===== src/rtl/cpu_pkg.sv =====
// Shared CPU definitions: datapath widths, opcode encoding, fetch phase type.
// Latency: none (types and constants only).
// Backpressure: not applicable.
package cpu_pkg;

    localparam int ADDR_W = 13;
    localparam int DATA_W = 8;
    localparam int OP_W   = 3;

    // Instruction opcodes, shared with the controller and the ALU.
    typedef enum logic [OP_W-1:0] {
        HLT  = 3'b000,
        SKZ  = 3'b001,
        ADD  = 3'b010,
        ANDD = 3'b011,
        XORR = 3'b100,
        LDA  = 3'b101,
        STO  = 3'b110,
        JMP  = 3'b111
    } opcode_t;

    // Which instruction byte the next LOAD_IR capture lands in.
    typedef enum logic {
        PH_HI = 1'b0,
        PH_LO = 1'b1
    } fetch_phase_t;

endpackage


===== src/rtl/fetch_unit_pc_counter.sv =====
// Program counter with INC_PC rising-edge detect, increment/load, and next-PC lookahead.
// Latency: pc updates one edge after a strobe rise; pc_view shows the new value in the rise cycle.
// Backpressure: none; a held strobe produces exactly one action.
//
// Ports: clk/rst (sync, active high); inc = controller PC strobe (level, edge-detected here);
// load = take load_val instead of incrementing at a rise; pc = committed PC;
// pc_view = PC as memory should see it this cycle (next value during a rise).
module pc_counter #(
    parameter int             W         = 13,
    parameter logic [W-1:0]   RESET_VAL = '0
) (
    input  logic         clk,
    input  logic         rst,
    input  logic         inc,
    input  logic         load,
    input  logic [W-1:0] load_val,
    output logic [W-1:0] pc,
    output logic [W-1:0] pc_view
);

    logic         inc_d;
    logic         inc_rise;
    logic [W-1:0] next_pc;

    assign inc_rise = inc & ~inc_d;
    // Natural W-bit wrap: all-ones + 1 becomes zero.
    assign next_pc  = load ? load_val : pc + W'(1);
    // Lookahead so memory can present the next byte in the same cycle the strobe rises.
    assign pc_view  = inc_rise ? next_pc : pc;

    always_ff @(posedge clk) begin
        if (rst) begin
            pc    <= RESET_VAL;
            inc_d <= 1'b0;
        end else begin
            inc_d <= inc;
            if (inc_rise) begin
                pc <= next_pc;
            end
        end
    end

endmodule


===== src/rtl/fetch_unit.sv =====
// Instruction fetch: program counter, two-byte instruction register, and memory address mux.
// Latency: OPCODE one cycle after the high-byte edge, IR_ADDR/INSTR_VALID one cycle after the low-byte edge.
// Backpressure: none; controller strobes are obeyed every cycle, INC_PC acts on its rising edge only.
//
// Ports: CLK1/RST (sync, active high); INC_PC, LOAD_PC, LOAD_IR, FETCH = controller strobes;
// DATA = async memory read data; OPCODE/IR_ADDR = captured instruction; PC_ADDR = committed PC;
// ADDR = memory address (IR_ADDR when FETCH, else PC with lookahead); INSTR_VALID = one-cycle done pulse.
module fetch_unit #(
    parameter int                ADDR_W   = cpu_pkg::ADDR_W,
    parameter int                DATA_W   = cpu_pkg::DATA_W,
    parameter int                OP_W     = cpu_pkg::OP_W,
    parameter logic [ADDR_W-1:0] RESET_PC = '0
) (
    input  logic              CLK1,
    input  logic              RST,
    input  logic              INC_PC,
    input  logic              LOAD_PC,
    input  logic              LOAD_IR,
    input  logic              FETCH,
    input  logic [DATA_W-1:0] DATA,
    output logic [OP_W-1:0]   OPCODE,
    output logic [ADDR_W-1:0] IR_ADDR,
    output logic [ADDR_W-1:0] PC_ADDR,
    output logic [ADDR_W-1:0] ADDR,
    output logic              INSTR_VALID
);

    import cpu_pkg::fetch_phase_t;
    import cpu_pkg::PH_HI;
    import cpu_pkg::PH_LO;

    fetch_phase_t      phase;
    fetch_phase_t      phase_nxt;
    logic [OP_W-1:0]   opcode_nxt;
    logic [ADDR_W-1:0] ir_addr_nxt;
    logic              valid_nxt;
    logic [ADDR_W-1:0] pc_view;

    // PC loads from the committed IR_ADDR, never from a byte being captured this edge.
    pc_counter #(
        .W         (ADDR_W),
        .RESET_VAL (RESET_PC)
    ) u_pc (
        .clk      (CLK1),
        .rst      (RST),
        .inc      (INC_PC),
        .load     (LOAD_PC),
        .load_val (IR_ADDR),
        .pc       (PC_ADDR),
        .pc_view  (pc_view)
    );

    assign ADDR = FETCH ? IR_ADDR : pc_view;

    always_ff @(posedge CLK1) begin
        if (RST) begin
            phase       <= PH_HI;
            OPCODE      <= '0;
            IR_ADDR     <= '0;
            INSTR_VALID <= 1'b0;
        end else begin
            phase       <= phase_nxt;
            OPCODE      <= opcode_nxt;
            IR_ADDR     <= ir_addr_nxt;
            INSTR_VALID <= valid_nxt;
        end
    end

    // High byte is {opcode, addr[ADDR_W-1:DATA_W]}, low byte is addr[DATA_W-1:0].
    // Any cycle without LOAD_IR abandons a half-captured instruction; the high-byte
    // fields keep whatever was captured.
    always_comb begin
        phase_nxt   = PH_HI;
        opcode_nxt  = OPCODE;
        ir_addr_nxt = IR_ADDR;
        valid_nxt   = 1'b0;
        if (LOAD_IR) begin
            case (phase)
                PH_HI: begin
                    opcode_nxt                     = DATA[DATA_W-1 -: OP_W];
                    ir_addr_nxt[ADDR_W-1:DATA_W]   = DATA[ADDR_W-DATA_W-1:0];
                    phase_nxt                      = PH_LO;
                end
                PH_LO: begin
                    ir_addr_nxt[DATA_W-1:0] = DATA;
                    valid_nxt               = 1'b1;
                    phase_nxt               = PH_HI;
                end
                default: phase_nxt = PH_HI;
            endcase
        end
    end

endmodule


===== config.mk =====
export PLATFORM = sky130hd
export DESIGN_NAME = fetch_unit
export DESIGN_NICKNAME = d
export VERILOG_FILES = /design/src/rtl/cpu_pkg.sv /design/src/rtl/fetch_unit_pc_counter.sv /design/src/rtl/fetch_unit.sv
export SDC_FILE = /design/constraint.sdc
export NUM_CORES = 1
export LEC_CHECK = 0
export ABC_AREA = 1
export CORE_ASPECT_RATIO = 1.4
export CORE_UTILIZATION = 40
export DETAILED_ROUTE_END_ITERATION = 7
export MAX_ROUTING_LAYER = met4
export PLACE_DENSITY_LB_ADDON = 0.3
export RECOVER_POWER = 25
export SLEW_MARGIN = 15
export SYNTH_ARGS = -nofsm -noshare
export SYNTH_HDL_FRONTEND = slang
export SYNTH_HIERARCHICAL = 1
export SYNTH_SLANG_ARGS = --single-unit

===== constraint.sdc =====
create_clock -name CLK1 -period 1.8 [get_ports CLK1]
set_input_delay 0.45 -clock CLK1 [delete_from_list [all_inputs] [get_ports CLK1]]
set_output_delay 0.45 -clock CLK1 [all_outputs]
set_load 0.02 [all_outputs]

# == Yosys cells after proc, flatten, opt, wreduce, memory -nomap -nowiden ==
# Index checks and enable logic that the tools add are counted.
# totals
elab_cells,20
output_inout_bits,43
input_bits,14
regBits,32
# classes
bitwise,4
reduce_logical,3
addsub,1
n_mux,5
# ops
cell,n
$mux W13,3
$add A13 B1 Y13 const B,1
$reduce_and A2 Y1,2
$not A1 Y1,3
$pmux W1 S2,1
$reduce_or A2 Y1,1
$and A1 B1 Y1,1
$mux W1,1

# == Depth between registers and ports, before layout ==
# logic_depth
ltp_word,4
depth_mapped,11
depth_no_buf,11

# == Modules after synthesis ==
# The synthesis kept the hierarchy.
# modules_own_cells
mod,area_per_inst_um2,instances,cells_per_inst,seq_area_each_um2
pc_counter,957.2,1,159,280.3
fetch_unit,883.3,1,134,360.3

# == Worst setup path before layout ==
# No wires, ideal clock.
# synth_path
kind,reg-to-output
startpoint,reg u_pc.pc[0]
endpoint,out ADDR[8]
arrival_ps,1806
path_stages_with_launch,10
setup_slack_ps,-456
required_time_ps,1350
n_path_buf,0
cell_sequence,dfxtp_1 -> ha_1 -> nand2_2 -> nor2_4 -> nand2_2 -> a21oi_4 -> o21ai_0 -> inv_1 -> inv_1 -> o21ai_0
# synth_via
elab_chain_len,4
# synth_lines
item,line_no,source
start: declaration,fetch_unit_pc_counter.sv:17,"output logic [W-1:0] pc,"
start signal: assignment,fetch_unit_pc_counter.sv:38,pc <= next_pc;
$add A13 B1 Y13,fetch_unit_pc_counter.sv:27,assign next_pc = load ? load_val : pc + W'(1);
$mux W13,fetch_unit_pc_counter.sv:27,
$mux W13,fetch_unit_pc_counter.sv:29,assign pc_view = inc_rise ? next_pc : pc;
net pc_view[8],fetch_unit.sv:37,logic [ADDR_W-1:0] pc_view;
$mux W13,fetch_unit.sv:53,assign ADDR = FETCH ? IR_ADDR : pc_view;
end: declaration,fetch_unit.sv:24,"output logic [ADDR_W-1:0] ADDR,"
# The timed path passes the listed nets, and every way through them passes these cells.

# == Worst setup path in the final report ==
# layout_path
startpoint,reg u_pc.pc[0]
endpoint,out ADDR[12]
# Same word-level chain as after synthesis.

==> reports/summary.txt <==
Core area: 0.00431 mm^2
H-tree Lvls: 2
DRT iter0 DRCs: 126
Yosys Warn Count: 6
DR pass1 iterations: 4
Tot GR Track Use: 28.1%
CP Launch Point: u_pc/pc[0]
CP max stage delay: 0.37 ns
Psw: 617 uW
Crit Reg-Reg Startpoint: u_pc/pc[0]
Post-DR wirelength/cell: 13.8 um
Hold Path Class: in -> reg
Critical path type: reg -> out
Vias in the first global route: 2312
Post-synth EDFFs: 0
Post-route cell area: 0.00309 mm^2
Tightest Pin Transition: 0.653 ns
Post-DP HPWL: 4000 um
Starting Density: 42.7%
Failing checks: negative setup slack
Max-cap violation count: 0
Yosys reg bits: 32
Worst slew margin: 56.5%
CP Data Required Time: 1.35 ns
Synth Flop Type: dfxtp_1
Die ar.: 0.00488 mm^2
Total gr overflow: 0
Final hold slack: 0.480 ns
Clk pwr share: 31.6%
Antenna-violating nets left: 0
R2r endpoint: u_pc/pc[6]
Min-Delay Path Depth: 3
Arr. time, crit path: 1.78 ns
Vias per inst: 5.12
Part of the power in combinational logic: 28.8%
Yosys cell types: 25
Total CTS buffers: 5
Via count: 2393
Switching share of power: 31.3%
Clk sink count: 32
Pwr dens: 639 mW/mm^2
Worst setup EP type: output pin
Internal power: 1350 uW
Hold Path Sink: u_pc/inc_d
Clock-pin slew on the worst setup and hold paths: 0.07 ns
Cell Chain, Critical Path: ha_4, nand2_4, nor2_4, buf_4, nand4_1, nand3_1, nand2_1, nand2_1, inv_1, o21ai_2, buf_6
Status: finished with violations
Gate Count Post-Synth: 293
Clock skew: 0.00834 ns
Syn_nets: 308
Most common cell after layout, fill and taps aside: nand2_1
Initial antenna violation count: 0
Final WS setup: -0.430 ns
PortBufs: 56
Mapped Area: 0.00184 mm^2
Leak: 0.00159 uW
Cell mode on critical path: nand2_1
Clock buffer depth: 2
CTS Root Cell: clkbuf_8
Post-DP Area: 0.00282 mm^2
Final net count: 421
FFs w/ async S/R, synth: 0%
Routability congestion estimate: 0.882
Final setup violation count: 14
Worst-Skew Late Latency: 0.29 ns
TritonCTS clock tree: yes
Unrepaired setup endpoints after global routing: true
Min Clock Period, post-route: 2.23 ns
Setup TNS: -4.47 ns
Largest net degree at the start of global routing: 27
Ant diodes: 0
Cts hold-fix bufs: 0
Layout cells sized above 1: 31.7%
Cells on worst reg2reg path: 15
CP max-delay cell: dfxtp_4
DRC: 0
Peak Freq: 448 MHz
VDD IR-drop max: 454 uV
Most frequent cells in the layout: 69 x nand2_1, 55 x buf_4, 39 x nor2_1, 35 x inv_1, 24 x dfxtp_1
Fin. Hold Viols: 0
Fin cells: 467
Aggregate routed wire length: 6430 um
Post-synthesis sequential area ratio: 34.8%
Syn-to-layout area delta: 67.7%
Worst hold start: INC_PC
CP Launch Type: register
Die Ht: 82.3 um
# IOs: 57
First-pass GRT wire length: 9950 um
Placed Instances: 441
Syn avg cell area: 6.28 um^2
Final Slew Violations: 0
Final core occ: 71.6%
Crit Path Max Fanout: 3
Register share of total power: 39.6%
Period utilisation layout: 124%
DIE WIDTH: 59.3 um
Reg-to-reg setup timing slack: -0.37 ns
Site Rows: 28
-- critical path: cells and delay by family (launching register included) --
kind / cells / cell delay, ns
adders and majority gates: 1 / 0.15
and+or+nand+nor: 6 / 0.53
AOI/OAI and AO/OA: 1 / 0.14
DFF: 1 / 0.37
buffers and inverters: 3 / 0.32
-- synthesized netlist by cell type, types with 2 or more instances --
cell       n  area share [%]
buf_2      3            0.82
nand2_2    2            0.68
o21ai_0   26             7.1
nand2_1   71              14
clkbuf_1   3            0.61
dfxtp_1   32              35
buf_6      5             3.1
nor2_1    41             8.4
nor3_1     3            0.82
nor2_2     2            0.68
inv_1     42             8.6
o21ai_1    2            0.54
nor2_4     3             1.8
nand4_1    2            0.68
a21oi_1   23             6.3
nand3_1   23             6.3
inv_2      2            0.41
-- power by group through the flow --
stage / sequential [uW] / clock (uW) / combinational, uW
6_report: 780 / 623 / 569
5_1_grt: 783 / 655 / 615
4_1_cts: 779 / 620 / 553
3_5_place_dp: 793 / 0 / 529
3_3_place_gp: 792 / 0 / 523
2_1_floorplan: 839 / 0 / 224
-- routing by layer --
| layer | vias to the layer above | global-route usage, % | share of wire (%) | wire length, um |
|---|---|---|---|---|
| met4 | 0 | 21.0 | 5.1 | 325 |
| met2 | 112 | 48.0 | 50 | 3210 |
| met3 | 30 | 5.45 | 6.1 | 391 |
| met5 | - | - | 0 | 0 |
| met1 | 1100 | 28.1 | 39 | 2500 |
| li1 | 1151 | - | - | - |
-- flip-flops by register name, indices dropped and copies added (netlist names) --
register     count
IR_ADDR         13
phase            1
u_pc/inc_d       1
INSTR_VALID      1
OPCODE           3
u_pc/pc         13
-- worst max path at each step --
stage | to | slack (ns) | cells past startpoint
after floorplan | ADDR[10] | -0.03 | 11
after global placement | ADDR[6] | -0.98 | 10
final | ADDR[12] | -0.43 | 11
after global routing | ADDR[10] | -0.51 | 12
after CTS | ADDR[10] | -0.38 | 12
after detailed placement | ADDR[12] | -0.98 | 10
-- kinds of logic after synthesis --
| logic type | share of synthesized area [%] |
|---|---|
| simple gates | 35.5 |
| xor+xnor | 0.476 |
| flops | 34.8 |
| fa+ha+maj | 0.680 |
| compound gates | 15.1 |
| buf+inv | 13.5 |
-- layout make-up --
class                           instances  area (um^2)
Fill cell                             353         1220
Multi-Input combinational cell        206         1060
Timing Repair Buffer                  116         1020
Sequential cell                        32          656
Inverter                               44          168
Clock buffer                            8          100
Tap cell                               60         75.1
Timing Repair inverter                  1         7.51
-- per-stage QoR --
| stage | worst slack [ns] | total power (uW) |
|---|---|---|
| 6_report | -0.430 | 1970 |
| 4_1_cts | -0.384 | 1950 |
| 3_5_place_dp | -0.977 | 1320 |
| 3_3_place_gp | -0.976 | 1320 |
| 5_1_grt | -0.509 | 2050 |
| 2_1_floorplan | -0.0336 | 1060 |
-- timing repair --
item / 4_1_cts / 5_1_grt
endpoints found under the hold margin: 0 / 0
resized for setup: 120 / 25
endpoints found under the setup margin: 28 / 22
buffers inserted: 15 / 2
pin swaps: 20 / 11
cloned: 2 / 0
Power figures use the tool's default switching activity.
